$ cat src/rtl/gb_timer_pkg.sv
// Shared definitions for the DMG DIV/TIMA/TMA/TAC timer: register addresses,
// TAC clock-select and overflow-FSM encodings, and the select-to-counter-bit map.
package gb_timer_pkg;

    localparam logic [1:0] ADDR_DIV  = 2'd0;
    localparam logic [1:0] ADDR_TIMA = 2'd1;
    localparam logic [1:0] ADDR_TMA  = 2'd2;
    localparam logic [1:0] ADDR_TAC  = 2'd3;

    typedef enum logic [1:0] {
        TAC_SEL_B9 = 2'b00,
        TAC_SEL_B3 = 2'b01,
        TAC_SEL_B5 = 2'b10,
        TAC_SEL_B7 = 2'b11
    } tac_sel_t;

    typedef enum logic [1:0] {
        IDLE     = 2'd0,
        OVF_WAIT = 2'd1,
        RELOAD   = 2'd2
    } ovf_state_t;

    function automatic logic [3:0] sel_bit(input tac_sel_t sel);
        logic [3:0] idx;
        idx = 4'd9;
        case (sel)
            TAC_SEL_B9: idx = 4'd9;
            TAC_SEL_B3: idx = 4'd3;
            TAC_SEL_B5: idx = 4'd5;
            TAC_SEL_B7: idx = 4'd7;
            default:    idx = 4'd9;
        endcase
        return idx;
    endfunction

endpackage

$ cat src/rtl/gb_timer_edge.sv
// Tick source: selected system-counter bit gated by the TAC enable, falling-edge detected.
// Latency: tick is combinational in the cycle the gated signal is seen low after being high; no backpressure.
// Backpressure: none, tick is a free-running single-cycle pulse.
module gb_timer_edge
    import gb_timer_pkg::*;
(
    input  logic        clk,
    input  logic        rst_n,
    input  logic [15:0] sys_cnt,
    input  logic        tac_en,
    input  tac_sel_t    tac_sel,
    output logic        tick
);

    logic sig;
    logic sig_q;

    // Gating with the enable before edge detection is what makes disabling the
    // timer while the selected bit is high produce a spurious tick.
    assign sig = tac_en & sys_cnt[sel_bit(tac_sel)];

    always_ff @(posedge clk or negedge rst_n) begin
        if (!rst_n) begin
            sig_q <= 1'b0;
        end else begin
            sig_q <= sig;
        end
    end

    assign tick = sig_q & ~sig;

endmodule

$ cat src/rtl/gb_timer.sv
// DMG-compatible timer at FF04-FF07 with delayed TMA reload and one-cycle IRQ; optional STOP hold via GB_TIMER_STOP_EN.
// Latency: rdata registered one cycle after a read strobe; reload/IRQ OVF_DELAY cycles after TIMA overflow.
// Backpressure: none, every access completes in the cycle it is strobed.
module gb_timer
    import gb_timer_pkg::*;
#(
    parameter int          OVF_DELAY = 4,
    parameter logic [15:0] DIV_RESET = 16'h0000
)
(
    input  logic       clk,
    input  logic       rst_n,
`ifdef GB_TIMER_STOP_EN
    input  logic       stop,
`endif
    input  logic       cs,
    input  logic       we,
    input  logic [1:0] addr,
    input  logic [7:0] wdata,
    output logic [7:0] rdata,
    output logic       irq_timer
);

    localparam logic [1:0] WAIT_LAST = 2'(OVF_DELAY - 2);

    logic [15:0] sys_cnt;
    logic [7:0]  tima;
    logic [7:0]  tma;
    logic [2:0]  tac;
    ovf_state_t  state;
    logic [1:0]  wait_cnt;
    logic        tick;
    logic        cnt_hold;

    logic wr_div, wr_tima, wr_tma, wr_tac, rd_en;

    assign wr_div  = cs & we & (addr == ADDR_DIV);
    assign wr_tima = cs & we & (addr == ADDR_TIMA);
    assign wr_tma  = cs & we & (addr == ADDR_TMA);
    assign wr_tac  = cs & we & (addr == ADDR_TAC);
    assign rd_en   = cs & ~we;

`ifdef GB_TIMER_STOP_EN
    assign cnt_hold = stop;
`else
    assign cnt_hold = 1'b0;
`endif

    always_ff @(posedge clk or negedge rst_n) begin
        if (!rst_n) begin
            sys_cnt <= DIV_RESET;
        end else if (cnt_hold || wr_div) begin
            sys_cnt <= 16'h0000;
        end else begin
            sys_cnt <= sys_cnt + 16'd1;
        end
    end

    gb_timer_edge u_edge (
        .clk     (clk),
        .rst_n   (rst_n),
        .sys_cnt (sys_cnt),
        .tac_en  (tac[2]),
        .tac_sel (tac_sel_t'(tac[1:0])),
        .tick    (tick)
    );

    always_ff @(posedge clk or negedge rst_n) begin
        if (!rst_n) begin
            tima      <= 8'h00;
            tma       <= 8'h00;
            tac       <= 3'b000;
            state     <= IDLE;
            wait_cnt  <= 2'd0;
            irq_timer <= 1'b0;
        end else begin
            irq_timer <= 1'b0;
            if (wr_tac) tac <= wdata[2:0];
            if (wr_tma) tma <= wdata;

            case (state)
                IDLE: begin
                    if (wr_tima) begin
                        tima <= wdata;
                    end else if (tick) begin
                        tima <= tima + 8'd1;
                        if (tima == 8'hFF) begin
                            state    <= OVF_WAIT;
                            wait_cnt <= 2'd0;
                        end
                    end
                end
                OVF_WAIT: begin
                    // A CPU write here cancels the pending reload entirely.
                    if (wr_tima) begin
                        tima  <= wdata;
                        state <= IDLE;
                    end else begin
                        if (tick) tima <= tima + 8'd1;
                        if (wait_cnt == WAIT_LAST) begin
                            state <= RELOAD;
                        end else begin
                            wait_cnt <= wait_cnt + 2'd1;
                        end
                    end
                end
                RELOAD: begin
                    tima      <= wr_tma ? wdata : tma;
                    irq_timer <= 1'b1;
                    state     <= IDLE;
                end
                default: state <= IDLE;
            endcase
        end
    end

    always_ff @(posedge clk or negedge rst_n) begin
        if (!rst_n) begin
            rdata <= 8'h00;
        end else if (rd_en) begin
            case (addr)
                ADDR_DIV:  rdata <= sys_cnt[15:8];
                ADDR_TIMA: rdata <= tima;
                ADDR_TMA:  rdata <= tma;
                default:   rdata <= {5'b11111, tac};
            endcase
        end
    end

endmodule
$ cat config.mk
export PLATFORM = sky130hd
export DESIGN_NAME = gb_timer
export DESIGN_NICKNAME = d
export VERILOG_FILES = /design/src/rtl/gb_timer_pkg.sv /design/src/rtl/gb_timer_edge.sv /design/src/rtl/gb_timer.sv
export SDC_FILE = /design/constraint.sdc
export NUM_CORES = 1
export LEC_CHECK = 0
export ABC_AREA = 1
export CORE_MARGIN = 2
export CORE_UTILIZATION = 37
export CTS_CLUSTER_DIAMETER = 100
export DETAILED_ROUTE_END_ITERATION = 8
export GPL_TIMING_DRIVEN = 0
export PLACE_DENSITY = 0.59
export SLEW_MARGIN = 20
export SYNTH_ARGS = -nofsm -noshare
export SYNTH_HDL_FRONTEND = slang
export SYNTH_SLANG_ARGS = --single-unit
$ cat constraint.sdc
create_clock -name clk -period 1.2 [get_ports clk]
set_input_delay 0.3 -clock clk [delete_from_list [all_inputs] [get_ports clk]]
set_output_delay 0.3 -clock clk [all_outputs]
set_load 0.01 [all_outputs]
==> results of run 1 <==
-- synthesized netlist by cell type, drive strengths merged (2+ instances only) --
cell type  count
nand3         34
o211ai         5
o22ai          2
a21oi         15
xor2           2
nand4          6
a211oi         2
a31oi          3
buf            2
ha             3
dfrtp         49
inv           51
nand2        101
o21a           4
nor3           5
nor2          36
o21ai         28
-- area by class of cell --
cell class	instances	area [µm²]
fillers	674	3441
multi-input cells	252	1556
clock buffers	5	68.82
plain buffers	3	40.04
well taps	99	123.9
flip-flops and latches	49	1240
clock inverters	3	17.52
repair buffers	62	491.7
inverters	51	196.4
-- state kept, by name, indices dropped and copies added (netlist names) --
signal	count
wait_cnt	2
tma	8
sys_cnt	16
tac	3
tima	8
rdata	8
state	2
irq_timer	1
u_edge.sig_q	1
-- power groups by stage --
stage / Sequential, W / Clock, W / Combinational (W)
after floorplan: 0.00230 / 0 / 0.000971
after global placement: 0.00237 / 0 / 0.00138
after detailed placement: 0.00238 / 0 / 0.00141
after CTS: 0.00234 / 0.00102 / 0.00184
after global routing: 0.00246 / 0.00110 / 0.00240
final: 0.00242 / 0.000992 / 0.00215
-- layer usage --
| metal | wire, µm | GRT usage, % |
|---|---|---|
| met5 | 0 | 0 |
| met4 | 156 | 6.154 |
| met3 | 290 | 3.521 |
| met2 | 3515 | 31.00 |
| met1 | 3285 | 25.34 |
-- worst max-delay path, cell delays in order, from the launching register on --
cell     delay [ns]
dfrtp_1        0.44
ha_4           0.18
nand2_4        0.06
inv_4          0.09
nand2_4        0.06
nand2_1        0.06
nand3_1        0.07
nand2_1        0.06
nand2_1        0.05
nand3_1        0.06
nand2_1        0.05
-- timing repair --
item                                    in CTS  in global routing
resized for setup                           88                 43
endpoints found under the setup margin      56                 27
buffers inserted                            26                 12
cloned                                       3                  0
pin swaps                                   25                 24
-- metrics by stage --
step	utilization (%)	power, W	instance area (µm²)	std cells	TNS [ns]
6_report	52.05	0.005558	3735	524	-0.7987
5_1_grt	52.05	0.005958	3735	524	-2.220
4_1_cts	48.98	0.005196	3515	512	-1.168
3_5_place_dp	43.26	0.003782	3104	475	-28.57
3_3_place_gp	43.30	0.003746	3107	475	-110.66
2_1_floorplan	-	0.003268	2763	354	-0.02547
-- cell usage in the layout, fill, tap and decap left out, types with 6 or more instances in the layout --
cell	n
nor2_1	22
nand3_1	22
inv_2	11
o21ai_0	9
dfrtp_1	38
nor2_4	10
a21oi_1	15
nand3_2	8
nand2_1	82
clkbuf_8	6
dfrtp_2	11
clkdlybuf4s50_1	8
buf_2	12
o21ai_1	15
buf_4	37
inv_1	38
nand2_2	14
-- worst max path at each step --
| stage | slack, ns | startpoint | endpoint | depth (start not counted) |
|---|---|---|---|---|
| after floorplan | -0.02 | sys_cnt[0]$_DFF_PN0_ | sys_cnt[12]$_DFF_PN0_ | 7 |
| after global placement | -1.69 | rst_n | tima[4]$_DFFE_PN0P_ | 1 |
| after detailed placement | -0.81 | addr[1] | tima[1]$_DFFE_PN0P_ | 9 |
| after CTS | -0.15 | tima[0]$_DFFE_PN0P_ | wait_cnt[1]$_DFFE_PN0P_ | 8 |
| after global routing | -0.21 | tima[0]$_DFFE_PN0P_ | tima[5]$_DFFE_PN0P_ | 9 |
| final | -0.1 | tima[0]$_DFFE_PN0P_ | tima[6]$_DFFE_PN0P_ | 10 |
-- cells by family after synthesis --
logic type      synth area share, %
buf+inv                       8.011
compound gates                13.81
flops                         45.12
fa+ha+maj                     1.381
xor+xnor                     0.9670
simple gates                  30.71
==> reports/qor.csv, run 1 <==
metric,value,unit
RSZ-0062 raised after global routing,yes,
Total GRT Usage,18.88,%
reg2reg end,tima[6]$_DFFE_PN0P_,
Worst Clk Skew,0.01381,ns
number of global-route vias before repair,2645,
Nets,441,
Starting Density,37.87,%
Sw Ratio,38.73,%
full die area,8046,µm²
ys async rst share,100.0,%
top cell type's share of synthesized area,45.12,%
TritonCTS buffer count,5,
num ports,23,
slack of the critical path,-0.09866,ns
Via-to-Cell Ratio,5.052,
GRT overflow,0,
routability cong.,0.8623,
core area,7176,µm²
Max rail drop VDD,0.0004455,V
Die Height,89.70,µm
worst-path maximum fanout,4,
TritonCTS clock tree,done,
startpoint types,flop,
Critical R2R Launch,tima[0]$_DFFE_PN0P_,
largest net degree at the start of global routing,50,
WL per Instance,13.83,µm
worst path required time,1.40,ns
worst-margin pin slew,0.6279,ns
layout cells sized above 1,34.59,%
Netlist cell types,34,
antenna violations before repair,0,
R2R depth,10,
Die Wd,89.70,µm
Remaining DRCs,0,
Vias,2647,
clk slew on worst S/H paths,0.10,ns
Avg Inst Size Synth,7.677,µm²
Post-synth EDFFs,0,
Final Hold Vio Count,0,
Cells after Synth,354,
Clk pwr share,17.8,%
H-tree depth,2,
WL final,7247,µm
Hold WS,0.008537,ns
Yosys Warn Count,0,
Cell Int Power,0.003406,W
Highest Clock Rate,770.0,MHz
Switch Pwr,0.002153,W
outcome,"complete, but fails checks",
Synth Net Count,371,
DP Wirelength,4802,µm
cts hold-fix bufs,0,
"antenna viol nets, final",0,
HP Class,in -> async,
"Arr. time, crit path",1.50,ns
"Seq/Total Area, Yosys",45.12,%
Rel. slew slack,58.14,%
diode count,0,
# clock sinks,49,
fin. max-slew vios,0,
Setup CP Type,reg -> reg,
"Top FF cell, synth",dfrtp_1,
Longest Clk Path Bufs,2,
max-cap violation count,0,
IO buf count,22,
pre-CTS setup slack,-0.8108,ns
combinational share of power,38.7,%
"area leader, netlist",dfrtp_1,
area grow syn2layout,37.43,%
"top cells by area, synth","dfrtp_1, nand2_1, inv_1",
post-synthesis register bit count,49,
Worst-Skew Late Latency,0.31,ns
synthesized area,2718,µm²
Flop pwr share,43.5,%
Starting DRT DRC Count,148,
reg2reg setup slack,-0.1,ns
first-pass GRT wire length,12430,µm
Pwr Density,1488,nW/µm²
CTS root buf,clkbuf_8,
critical path capture point type,flop,
min Tclk post-route,1.299,ns
Leak,1.778,nW
# setup viols final,14,
violated checks,setup timing,
drt first pass iters,4,
FP Rows,31,
fin crit share,108.2,%
(Power assumes the default switching activity.)
==> run 2, diff against run 1 <==
--- a/config.mk
+++ b/config.mk
@@ -15,4 +15,5 @@
 export SLEW_MARGIN = 20
 export SYNTH_ARGS = -nofsm -noshare
 export SYNTH_HDL_FRONTEND = slang
+export SYNTH_HIERARCHICAL = 1
 export SYNTH_SLANG_ARGS = --single-unit
==> run 2 against run 1 <==
Effect of this change: area after synthesis is 4.5% higher; routed wire length is 3.4% higher; largest cell class unchanged; hold slack better by 0.013 ns; clock-buffer cell count stayed put; the run still ends with setup timing left; sequential share of layout area hardly changed.
==> reports/qor.csv, run 2 <==
metric,value,unit,change
critical path capture point type,flop,,
Final Hold Vio Count,0,,unchanged
HP Class,in -> async,,
CP most frequent cell,nand2_1,,
max reg flops,16,,unchanged
Remaining DRCs,0,,unchanged
worst path required time,1.41,ns,about the same
simple logic cell fraction of the synthesized area,36.65,%,+5.9 points
RSZ-0062 raised after global routing,yes,,
worst-margin pin slew,0.6413,ns,+0.01344 ns
Vias,2708,,+2.3%
post-synthesis register bit count,49,,unchanged
Worst Clk Skew,0.008016,ns,-0.005798 ns
fin crit share,121.1,%,+13 points
Max rail drop VDD,0.0004920,V,+10%
routability cong.,0.7879,,-8.6%
min Tclk post-route,1.453,ns,+0.1546 ns
clk slew on worst S/H paths,0.09,ns,about the same
GRT overflow,0,,unchanged
Placed Cells incl. Taps,518,,+9.1%
Yosys Warn Count,6,,+6
Synth Net Count,414,,+12%
H-tree depth,2,,unchanged
"top cells by count, synth","nand2_1, inv_1, nor2_1",,
Synth Area in Compound Gates,9.031,%,-4.8 points
"top cells by area, synth","dfrtp_1, nand2_1, inv_1",,
adder-cell area share of the yosys netlist,1.322,%,-0.060 points
most flop-heavy register,sys_cnt,,
number of global-route vias before repair,2667,,+0.83%
# setup viols final,17,,+3
largest net degree at the start of global routing,50,,unchanged
"commonest non-fill, non-tap cell in the layout",nand2_1,,
Highest Clock Rate,688.1,MHz,-11%
Starting Density,38.74,%,+0.87 points
area grow syn2layout,30.75,%,
Post-synth EDFFs,0,,unchanged
met3 wire len,347,µm,+20%
Worst-Skew Late Latency,0.30,ns,about the same
Starting DRT DRC Count,121,,-18%
Netlist cell types,35,,+2.9%
startpoint types,flop,,
Longest Clk Path Bufs,2,,unchanged
top-count cell post-synth,nand2_1,,
WL per Instance,13.50,µm,-2.4%
violated checks,setup timing,,
slack of the critical path,-0.2533,ns,-0.1546 ns
num ports,23,,unchanged
crit path max-delay cell type,dfrtp_2,,
CTS root buf,clkbuf_8,,
"area leader, netlist",dfrtp_1,,
Leak,1.795,nW,+1.0%
full die area,8393,µm²,+4.3%
TritonCTS clock tree,done,,
Hold WS,0.02139,ns,+0.01286 ns
Pwr Density,1499,nW/µm²,+0.72%
Synth Area in XOR/XNOR,0.9251,%,-0.042 points
max-cap violation count,0,,unchanged
"Arr. time, crit path",1.66,ns,+0.16 ns
max incr delay on CP,0.43,ns,about the same
"Seq/Total Area, Yosys",43.17,%,-1.9 points
final setup TNS,-2.702,ns,-1.904 ns
antenna violations before repair,0,,unchanged
WL final,7495,µm,+3.4%
Via-to-Cell Ratio,4.879,,-3.4%
Routed met1 length,3507,µm,+6.8%
Die Height,91.62,µm,+2.1%
worst-path maximum fanout,8,,+4
ys async rst share,100.0,%,unchanged
DP Wirelength,5122,µm,+6.7%
"commonest cells after routing, fill and taps aside","nand2_1, inv_1, dfrtp_1",,
filler-free cell count of the finished design,555,,+5.9%
outcome,"complete, but fails checks",,
cell-by-cell trace of the critical path,"inv_2, nand2_1, nand3_2, nand2_2, a21oi_4, nor2_1, nand2_1, nand2_4, nand2_2, nand2_1, inv_1, nand2_1",,
"Top FF cell, synth",dfrtp_1,,
largest family of logic cells by synthesized area,simple AND/OR/NAND/NOR gates,,
diode count,0,,unchanged
TritonCTS buffer count,5,,unchanged
reg2reg setup slack,-0.25,ns,-0.15 ns
post-synthesis mux area share,0.7930,%,+0.79 points
cts hold-fix bufs,0,,unchanged
top cell type's share of synthesized area,43.17,%,-1.9 points
metal2 WL,3515,µm,unchanged
synthesized area,2840,µm²,+4.5%
fin. max-slew vios,0,,unchanged
core area,7331,µm²,+2.2%
IO buf count,22,,unchanged
layout cells sized above 1,28.29,%,-6.3 points
Rel. slew slack,57.25,%,-0.90 points
# clock sinks,49,,unchanged
Avg Inst Size Synth,7.154,µm²,-6.8%
Total GRT Usage,18.82,%,-0.067 points
drt first pass iters,5,,+1
pre-CTS setup slack,-0.9315,ns,-0.1208 ns
Setup CP Type,reg -> reg,,
first-pass GRT wire length,12630,µm,+1.7%
FP Rows,31,,unchanged
top sig layer,met4,,
Die Wd,91.62,µm,+2.1%
"antenna viol nets, final",0,,unchanged
Nets,474,,+7.5%
Cells after Synth,397,,+12%
[run 2: cell count changes after synthesis, sizes merged, moves of 4 or more]
cell   before  now
o21ai      28   14
nor2       36   55
nand3      34   30
nand2     101  141
a21oi      15    7
[run 2: worst max-delay path: cells and delay by family (launching register included)]
| kind | cells | cell delay [ns] |
|---|---|---|
| compound gates | 1 | 0.16 |
| simple gates | 9 | 0.65 |
| buf+inv | 2 | 0.09 |
| flops | 1 | 0.43 |
[run 2: what timing repair did]
item	4_1_cts	5_1_grt
setup buffers	19	13
endpoints found under the hold margin	0	0
pin swaps	15	29
endpoints found under the setup margin	56	33
gates cloned	1	0
gates resized for setup	74	53
[run 2: worst paths after layout]
path                                        end  cells after the start                  from
max                         tima[5]$_DFFE_PN0P_                     12  sys_cnt[3]$_DFF_PN0_
min                        sys_cnt[0]$_DFF_PN0_                      1                 rst_n
max reg2reg                 tima[5]$_DFFE_PN0P_                     12  sys_cnt[3]$_DFF_PN0_
min reg2reg                rdata[0]$_DFFE_PN0P_                      2  rdata[0]$_DFFE_PN0P_
max in group asynchronous  sys_cnt[9]$_DFF_PN0_                      1                 rst_n
min in group clk           rdata[0]$_DFFE_PN0P_                      2  rdata[0]$_DFFE_PN0P_
[run 2: cell families (layout without fill, tap and decap cells)]
family | count (synthesis) | count (layout)
xor gates and xnor gates | 3 | 3
buffers and inverters | 58 | 116
and+or+nand+nor | 244 | 245
AOI/OAI and AO/OA | 38 | 38
DFF | 49 | 49
muxes | 2 | 2
adders and majority gates | 3 | 3
[run 2: where the power goes]
| part | switching [W] | internal (W) | total, W |
|---|---|---|---|
| registers | 0.000419 | 0.00202 | 0.00244 |
| logic | 0.00116 | 0.00104 | 0.00220 |
| clock network | 0.000541 | 0.000385 | 0.000926 |
[run 2: layer usage]
metal / track usage (%) / up-vias
met4: 4.924 / 0
met1: 25.98 / 1272
li1: - / 1370
met5: 0 / -
met3: 3.615 / 10
met2: 30.33 / 56
[run 2: metrics by stage]
step                instance area (µm²)  power (W)  util (%)
global placement                   3189   0.003844     43.51
finish                             3714   0.005566     50.66
CTS                                3492   0.005088     47.64
detailed placement                 3187   0.003877     43.47
global route                       3714   0.005978     50.66
floorplan                          2845   0.003362         -
[run 2: area by class of cell]
class	instances	area, µm²
Sequential cell	49	1232
Multi-Input combinational cell	291	1637
Clock buffer	5	68.82
Clock inverter	1	5.005
Fill cell	717	3617
Inverter	54	202.7
Buffer	3	27.53
Tap cell	99	123.9
Timing Repair Buffer	53	416.7
